### src/rtl/cache_req_arbiter3_if.sv
// Bundle of the three requester channels, the consumer channel and the occupancy
// output of cache_req_arbiter3.
interface cache_req_arbiter3_if #(
    parameter int DW    = 5,
    parameter int DEPTH = 4
);
    logic                     i_valid0;
    logic [DW-1:0]            i_data0;
    logic                     o_ready0;
    logic                     i_valid1;
    logic [DW-1:0]            i_data1;
    logic                     o_ready1;
    logic                     i_valid2;
    logic [DW-1:0]            i_data2;
    logic                     o_ready2;
    logic                     o_valid;
    logic [DW-1:0]            o_data;
    logic [1:0]               o_src;
    logic                     i_ready;
    logic [$clog2(DEPTH):0]   o_count;

    modport slave (
        input  i_valid0, i_data0, i_valid1, i_data1, i_valid2, i_data2, i_ready,
        output o_ready0, o_ready1, o_ready2, o_valid, o_data, o_src, o_count
    );

    modport master (
        output i_valid0, i_data0, i_valid1, i_data1, i_valid2, i_data2, i_ready,
        input  o_ready0, o_ready1, o_ready2, o_valid, o_data, o_src, o_count
    );
endinterface

### src/rtl/cache_req_arbiter3.sv
// Three-way request arbiter (round-robin or fixed priority) feeding a small FIFO
// that tags every entry with the source requester id.
module cache_req_arbiter3 #(
    parameter int DW    = 5,
    parameter int DEPTH = 4,
    parameter int RR_EN = 1
) (
    input  logic                 clk,
    input  logic                 rst,
    cache_req_arbiter3_if.slave  bus
);
    localparam int AW = $clog2(DEPTH);
    localparam int CW = AW + 1;

    function automatic logic [1:0] mod3_add(input logic [1:0] a, input logic [1:0] b);
        logic [2:0] s;
        s = {1'b0, a} + {1'b0, b};
        if (s >= 3'd3) s = s - 3'd3;
        return s[1:0];
    endfunction

    logic [DW+1:0] mem [DEPTH];
    logic [AW-1:0] wptr, rptr;
    logic [CW-1:0] count;
    logic [1:0]    rr_ptr;
    logic [1:0]    base, idx, gnt_idx;
    logic [2:0]    req_v, gnt;
    logic [DW-1:0] win_data;
    logic [DW+1:0] head;
    logic          full, push, pop;

    assign req_v = {bus.i_valid2, bus.i_valid1, bus.i_valid0};
    assign full  = (count == CW'(DEPTH));

    // Search from the base pointer; a full FIFO refuses even if a pop frees a slot this cycle
    always_comb begin
        gnt     = 3'b000;
        gnt_idx = 2'd0;
        idx     = 2'd0;
        base    = (RR_EN != 0) ? rr_ptr : 2'd0;
        if (!rst && !full) begin
            for (int off = 0; off < 3; off++) begin
                idx = mod3_add(base, 2'(off));
                if (req_v[idx] && (gnt == 3'b000)) begin
                    gnt     = 3'(3'b001 << idx);
                    gnt_idx = idx;
                end
            end
        end
    end

    always_comb begin
        case (gnt_idx)
            2'd0:    win_data = bus.i_data0;
            2'd1:    win_data = bus.i_data1;
            default: win_data = bus.i_data2;
        endcase
    end

    assign push = |gnt;
    assign pop  = (count != '0) && bus.i_ready;

    // Storage carries no reset; occupancy alone decides what is visible
    always_ff @(posedge clk) begin
        if (push) mem[wptr] <= {gnt_idx, win_data};
    end

    always_ff @(posedge clk) begin
        if (rst) begin
            wptr   <= '0;
            rptr   <= '0;
            count  <= '0;
            rr_ptr <= 2'd0;
        end else begin
            if (push) wptr <= wptr + AW'(1);
            if (pop)  rptr <= rptr + AW'(1);
            case ({push, pop})
                2'b10:   count <= count + CW'(1);
                2'b01:   count <= count - CW'(1);
                default: count <= count;
            endcase
            if ((RR_EN != 0) && push) rr_ptr <= mod3_add(gnt_idx, 2'd1);
        end
    end

    assign head         = mem[rptr];
    assign bus.o_ready0 = gnt[0];
    assign bus.o_ready1 = gnt[1];
    assign bus.o_ready2 = gnt[2];
    assign bus.o_valid  = (count != '0);
    assign bus.o_data   = bus.o_valid ? head[DW-1:0] : '0;
    assign bus.o_src    = bus.o_valid ? head[DW+1:DW] : 2'd0;
    assign bus.o_count  = count;
endmodule

### src/flat_wrapper.sv
// flat-port wrapper written by rule: the top's interface ports become plain ports
module cache_req_arbiter3_flat 
#(
    parameter int DW    = 5,
    parameter int DEPTH = 4,
    parameter int RR_EN = 1
)
  (clk, rst, bus_i_valid0, bus_i_data0, bus_i_valid1, bus_i_data1, bus_i_valid2, bus_i_data2, bus_i_ready, bus_o_ready0, bus_o_ready1, bus_o_ready2, bus_o_valid, bus_o_data, bus_o_src, bus_o_count);
  cache_req_arbiter3_if #(.DW(DW), .DEPTH(DEPTH)) bus_i ();
  input  logic clk;
  input  logic rst;
  input wire logic [$bits(bus_i.i_valid0)-1:0] bus_i_valid0;
  input wire logic [$bits(bus_i.i_data0)-1:0] bus_i_data0;
  input wire logic [$bits(bus_i.i_valid1)-1:0] bus_i_valid1;
  input wire logic [$bits(bus_i.i_data1)-1:0] bus_i_data1;
  input wire logic [$bits(bus_i.i_valid2)-1:0] bus_i_valid2;
  input wire logic [$bits(bus_i.i_data2)-1:0] bus_i_data2;
  input wire logic [$bits(bus_i.i_ready)-1:0] bus_i_ready;
  output wire logic [$bits(bus_i.o_ready0)-1:0] bus_o_ready0;
  output wire logic [$bits(bus_i.o_ready1)-1:0] bus_o_ready1;
  output wire logic [$bits(bus_i.o_ready2)-1:0] bus_o_ready2;
  output wire logic [$bits(bus_i.o_valid)-1:0] bus_o_valid;
  output wire logic [$bits(bus_i.o_data)-1:0] bus_o_data;
  output wire logic [$bits(bus_i.o_src)-1:0] bus_o_src;
  output wire logic [$bits(bus_i.o_count)-1:0] bus_o_count;
  assign bus_i.i_valid0 = bus_i_valid0;
  assign bus_i.i_data0 = bus_i_data0;
  assign bus_i.i_valid1 = bus_i_valid1;
  assign bus_i.i_data1 = bus_i_data1;
  assign bus_i.i_valid2 = bus_i_valid2;
  assign bus_i.i_data2 = bus_i_data2;
  assign bus_i.i_ready = bus_i_ready;
  assign bus_o_ready0 = bus_i.o_ready0;
  assign bus_o_ready1 = bus_i.o_ready1;
  assign bus_o_ready2 = bus_i.o_ready2;
  assign bus_o_valid = bus_i.o_valid;
  assign bus_o_data = bus_i.o_data;
  assign bus_o_src = bus_i.o_src;
  assign bus_o_count = bus_i.o_count;
  cache_req_arbiter3 #(.DW(DW), .DEPTH(DEPTH), .RR_EN(RR_EN)) u_core (.clk(clk), .rst(rst), .bus(bus_i));
endmodule
### config.mk
export PLATFORM = sky130hd
export DESIGN_NAME = cache_req_arbiter3_flat
export DESIGN_NICKNAME = d
export VERILOG_FILES = /design/src/rtl/cache_req_arbiter3_if.sv /design/src/rtl/cache_req_arbiter3.sv /design/src/flat_wrapper.sv
export SDC_FILE = /design/constraint.sdc
export NUM_CORES = 1
export LEC_CHECK = 0
export BUFFER_PORTS_ARGS = -buffer_cell sky130_fd_sc_hd__buf_2
export CAP_MARGIN = 25
export CORE_MARGIN = 5
export CORE_UTILIZATION = 45
export CTS_BUF_LIST = sky130_fd_sc_hd__clkbuf_2 sky130_fd_sc_hd__clkbuf_4 sky130_fd_sc_hd__clkbuf_8
export CTS_CLUSTER_SIZE = 20
export DETAILED_ROUTE_END_ITERATION = 10
export GPL_ROUTABILITY_DRIVEN = 0
export PLACE_DENSITY = 0.79
export SYNTH_ARGS = -nofsm -noshare
export SYNTH_HDL_FRONTEND = slang
export SYNTH_SLANG_ARGS = --single-unit
### constraint.sdc
create_clock -name clk -period 3.7 [get_ports clk]
set_input_delay 0.37 -clock clk [delete_from_list [all_inputs] [get_ports clk]]
set_output_delay 0.37 -clock clk [all_outputs]
set_load 0.03 [all_outputs]
==> results.tsv, run 1 <==
stage	metric	value	unit
setup_path	crit path DAT	3690	ps
power_and_ir_drop	Max IR drop VDD	576.0	uV
sta	minimum clock period	3469	ps
final_layout	Nets	250	
logic_synthesis	register area share after synthesis	50.51	%
final_layout	share of layout cells above drive strength 1	30.88	%
route	DR WL/cell	14.89	microns
global_routing	vias in the first global route	1431	
logic_synthesis	Synth cell types	44	
logic_synthesis	synthesis-stage register bit count	39	
floorplan	die height	78.33	microns
route	1st-iter DRT viols	105	
clock_tree	Clk pin slew, worst setup/hold paths	70	ps
clock_tree	TritonCTS Buffers	5	
clock_tree	worst skew pair latency	280	ps
route	DR pass1 iterations	4	
logic_synthesis	post-synth top area share	40.02	%
power_and_ir_drop	total power	2.361	mW
setup_path	R2R Path Start	u_core.base[0]	
power_and_ir_drop	leakage power	1.019	nW
setup_path	r2r endpoint	u_core.bus.o_count[2]	
sta	Worst Max-Slew Pin Slew	475.1	ps
route	Final ANT Viol Nets	0	
sta	Slew Limit Fails	0	
floorplan	num rows	24	
logic_synthesis	syn_nets	210	
sta	Clock Skew	8.461	ps
clock_tree	setup bufs post-CTS	0	
sta	Final Hold Viols	0	
logic_synthesis	asr flop ratio synth	0	%
floorplan	starting density of the core	47.27	%
global_routing	grt ovf	0	
clock_tree	Post-CTS Hold Buffers	0	
final_layout	area delta synth->final	18.05	%
logic_synthesis	Synth warnings	0	
sta	TNS Setup	0	ps
global_routing	gr usage total	13.86	%
floorplan	CORE AREA	4444	sq um
flow_run	Max-cap violations	0	
route	via/cell ratio	5.420	
global_routing	first-pass GRT wire length	6.672	mm
logic_synthesis	Mean Syn Cell Area	11.94	sq um
final_layout	Ant. Diodes	0	
sta	final setup vio count	0	
setup_path	Req. time, crit path	3920	ps
logic_synthesis	Post-Syn Area	2101	sq um
power_and_ir_drop	PwrDens	952.2	nW/um^2
route	Routed WL	4.005	mm
floorplan	die width	78.33	microns
run_status	outcome	finished, final reports clean	
min_path	hold path startpoint	rst	
route	vias	1458	
sta	fmax	288.3	MHz
setup_path	reg-to-reg slack, setup	230	ps
setup_path	Worst Setup End Kind	flip-flop	
clock_tree	Bufs on Longest Clock Path	2	
sta	Slew Limit Headroom	68.28	%
logic_synthesis	largest cells by area after synthesis	edfxtp_1 (40%), dfxtp_1 (10%), mux4_2 (7.5%)	
sta	fin crit share	93.76	%
setup_path	Worst Setup Start Kind	flip-flop	
min_path	Hold Crit Class	input port to flip-flop	
clock_tree	TritonCTS clock tree	built	
setup_path	worst-path fanout max	10	
setup_path	Critical path origin	u_core.base[0]	
logic_synthesis	Synth Instances	176	
setup_path	critical path class	flip-flop to flip-flop	
setup_path	reg2reg path depth	14	
placed_design	IO buf count	34	
clock_tree	Root Driver	clkbuf_8	
clock_tree	clock sink count	39	
route	Post-route DRC	0	
logic_synthesis	number of flops mapped to enable cells by yosys	28	
floorplan	die footprint	6135	sq um
global_routing	largest net degree at the start of global routing	13	
global_routing	antenna violations before repair	0	
clock_tree	htree depth	2	
setup_path	end point of the critical path	u_core.bus.o_count[2]	
placed_design	hpwl dp	3.083	mm
logic_synthesis	largest area contributor in the netlist	edfxtp_1	
logic_synthesis	prevailing post-synth register cell	edfxtp_1	
floorplan	# IOs	35	
==> stage by stage <==
step | cell area, sq um | cells | utilization, % | worst slack (ps) | hold WS, ps
after floorplan | 2101 | 176 | - | 167.6 | 468.7
after global placement | 2344 | 261 | 52.73 | 285.8 | 488.6
after detailed placement | 2344 | 261 | 52.73 | 141.1 | 496.3
after CTS | 2457 | 269 | 55.29 | 130.2 | 397.9
after global routing | 2480 | 269 | 55.80 | -8.923 | 413.7
final | 2480 | 269 | 55.80 | 230.8 | 391.3
==> state kept, by name, indices dropped and copies added (netlist names), named ones only <==
register	flops
u_core.bus.o_count	3
u_core.base	2
u_core.rptr	2
u_core.mem	28
u_core.wptr	2
==> metal layers <==
layer  share of wire, %  up-vias  global-route usage, %  routed length, microns
met2                 46       51                  22.43                    1826
met3                6.8        7                  3.890                     274
met4                1.7        0                  4.720                      70
li1                   -      721                      -                       -
met1                 46      679                  17.97                    1833
met5                  0        -                      0                       0
==> cell families after synthesis <==
group | synth area share [%]
and+or+nand+nor | 14.83
DFF | 50.51
AOI/OAI and AO/OA | 10.07
buffers and inverters | 3.930
muxes | 10.90
adders and majority gates | 8.100
xor gates and xnor gates | 1.668
==> cells in the mapped netlist (2+ instances only) <==
cell type / n
edfxtp_1: 28
nand2_1: 17
ha_1: 12
mux2i_1: 3
clkbuf_1: 4
and2_1: 9
a21o_1: 2
a21oi_1: 5
inv_1: 12
o21ai_0: 4
a31oi_1: 2
nand2b_1: 5
nor2_1: 10
a22oi_1: 5
nor2b_1: 6
nand3_1: 2
nand4_1: 3
mux4_2: 7
xor2_1: 3
or3_1: 2
mux2_4: 2
dfxtp_1: 11
==> area by class of cell <==
type                    instances  area (sq um)
well taps                      52         65.06
clock inverters                 1         30.03
flip-flops and latches         39          1062
clock buffers                   7         83.83
repair buffers                 40         215.2
inverters                      12         45.04
multi-input cells             118         978.4
fillers                       362          1964
==> how the worst min path moves through the flow <==
stage,cells after the start,to
3_5_place_dp,1,u_core.wptr[0]
5_1_grt,2,u_core.rptr[0]
4_1_cts,2,u_core.rptr[0]
6_report,2,u_core.bus.o_count[1]
3_3_place_gp,1,u_core.wptr[0]
2_1_floorplan,1,u_core.wptr[0]
==> cells in the final DEF (no fill, tap or decap), types with 6 or more instances in the layout <==
cell	instances
mux4_2	7
nand2_1	17
buf_4	6
and2_1	9
nor2_1	10
buf_2	34
inv_1	12
ha_1	10
dfxtp_1	10
edfxtp_1	28
nor2b_1	6
==> what timing repair did <==
action	in CTS	in global routing
gates resized for setup	0	5
hold endpoints to repair	0	0
setup endpoints to repair	0	1
==> where the power goes <==
group	internal (mW)	total, mW	leakage [nW]	switching, mW
clock	0.216	0.347	0.0593	0.131
combinational	0.508	1.21	0.610	0.700
sequential	0.722	0.806	0.349	0.0843
==> worst max-delay path, stage by stage (launching register included) <==
cell      delay [ps]
dfxtp_2          350
inv_1             80
ha_2             290
nor2b_1          120
o32ai_2          310
nand4_1          200
and4_4           230
a221o_1          340
a211oi_4         250
ha_1             210
inv_1             60
fa_1             370
xor2_1           150
or3_1            300
a21oi_1          150
Power figures use the tool's default switching activity.
==> run 2, diff against run 1 <==
- REMOVE_ABC_BUFFERS: default -> 1
==> run 2 against run 1 <==
Against the previous run: core utilization increased by 0.084 points; first-iteration DRC count decreased by 31%; count of clock-buffer cells in the layout decreased by 1; fmax about the same; total power increased by 1.5%; non-clock buffer count decreased by 1; combinational power about the same; global-route usage decreased by 0.70 points; largest power group unchanged.
==> results.tsv, run 2 (same netlist as run 1, synthesis figures left out) <==
stage	metric	value	unit
flow_run	Max-cap violations	0	
sta	minimum clock period	3468	ps
floorplan	CORE AREA	4444	sq um
power_and_ir_drop	PwrDens	965.2	nW/um^2
sta	fin crit share	93.74	%
route	Post-route DRC	0	
global_routing	vias in the first global route	1411	
clock_tree	TritonCTS Buffers	5	
clock_tree	TritonCTS clock tree	built	
route	1st-iter DRT viols	72	
route	met3 routed WL	73	microns
clock_tree	clock sink count	39	
final_layout	Ant. Diodes	0	
floorplan	num rows	24	
global_routing	grt ovf	0	
floorplan	die footprint	6135	sq um
setup_path	crit path DAT	3680	ps
clock_tree	Root Driver	clkbuf_8	
sta	Final Hold Viols	0	
route	met2 wire len	2.056	mm
global_routing	largest net degree at the start of global routing	13	
placed_design	dpl ws	131.2	ps
floorplan	die height	78.33	microns
power_and_ir_drop	total power	2.397	mW
sta	Worst Max-Slew Pin Slew	486.0	ps
setup_path	Worst Setup End Kind	flip-flop	
power_and_ir_drop	Max IR drop VDD	382.3	uV
floorplan	die width	78.33	microns
final_layout	max reg flops	28	
final_layout	largest register by flop count	u_core.mem	
route	uppermost layer routed	met4	
clock_tree	Post-CTS Hold Buffers	0	
placed_design	hpwl dp	2.979	mm
final_layout	Fill cells	373	
placed_design	cell area after placement	2336	sq um
final_layout	area delta synth->final	18.23	%
power_and_ir_drop	leakage power	1.022	nW
sta	fmax	288.3	MHz
run_status	outcome	finished, final reports clean	
clock_tree	worst skew pair latency	280	ps
final_layout	Nets	249	
final_layout	area of the multi-input gates	968.4	sq um
min_path	Hold Crit Class	input port to flip-flop	
global_routing	first-pass GRT wire length	6.430	mm
final_layout	Sequential Area	1061	sq um
setup_path	Worst Setup Start Kind	flip-flop	
route	DRT met1 WL	1.649	mm
route	DR WL/cell	14.26	microns
route	Final ANT Viol Nets	0	
final_layout	post-route cell area	2484	sq um
final_layout	most frequent cells in the layout	buf_2 (34), edfxtp_1 (28), nand2_1 (17)	
setup_path	worst-path fanout max	9	
clock_tree	Bufs on Longest Clock Path	2	
sta	Slew Limit Headroom	67.26	%
sta	unrepaired setup endpoints after global routing	no	
route	DR pass1 iterations	4	
clock_tree	setup bufs post-CTS	0	
setup_path	critical path class	flip-flop to flip-flop	
clock_tree	htree depth	2	
route	via/cell ratio	5.317	
sta	final setup vio count	0	
global_routing	gr usage total	13.16	%
route	vias	1425	
route	Routed WL	3.822	mm
sta	worst setup slack after layout	231.6	ps
placed_design	IO buf count	34	
floorplan	# IOs	35	
sta	Clock Skew	7.767	ps
setup_path	Req. time, crit path	3920	ps
final_layout	commonest non-fill, non-tap cell in the layout	buf_2	
floorplan	starting density of the core	47.27	%
global_routing	antenna violations before repair	0	
final_layout	share of layout cells above drive strength 1	30.09	%
clock_tree	Clk pin slew, worst setup/hold paths	70	ps
clock_tree	PostCTS Resize Cnt	0	
sta	TNS Setup	0	ps
sta	Slew Limit Fails	0	
[run 2: layout make-up]
| type | instances | area share [%] |
|---|---|---|
| clock buffer | 6 | 3.073 |
| clock inverter | 2 | 2.418 |
| inverter | 12 | 1.814 |
| multi-input combinational | 118 | 38.99 |
| sequential | 39 | 42.72 |
| tap | 52 | 2.620 |
| timing repair buffer | 39 | 8.363 |
[run 2: per-layer routing]
layer | up-vias | GRT usage [%]
met5 | - | 0
met4 | 0 | 4.196
met3 | 4 | 2.059
met2 | 20 | 24.57
met1 | 687 | 15.42
li1 | 714 | -
[run 2: worst max-delay path: stages, from the launching register on]
cell	delay [ps]
dfxtp_1	330
inv_1	100
ha_2	300
nand2_1	120
o32ai_2	300
nand4_1	190
and4_4	230
a221o_1	340
a211oi_4	250
ha_1	210
inv_1	60
fa_1	370
xor2_1	160
or3_1	300
a21oi_1	140
[run 2: through the flow]
stage	hold slack [ps]	util, %	std cells
2_1_floorplan	439.1	-	169
3_3_place_gp	487.4	52.56	260
3_5_place_dp	499.6	52.56	260
4_1_cts	399.7	55.63	268
5_1_grt	406.0	55.88	268
6_report	408.4	55.88	268
[run 2: power breakdown]
part           switching (mW)  internal [mW]
logic                   0.688          0.496
clock network           0.139          0.277
registers              0.0777          0.720
[run 2: final timing paths]
check / startpoint / slack [ps] / end / cells after the start
worst max register to register: u_core.base[1] / 230 / u_core.bus.o_count[2] / 14
worst min register to register: u_core.wptr[0] / 510 / u_core.wptr[0] / 1
worst max-delay path: u_core.base[1] / 230 / u_core.bus.o_count[2] / 14
worst min-delay path: rst / 410 / u_core.rptr[0] / 2
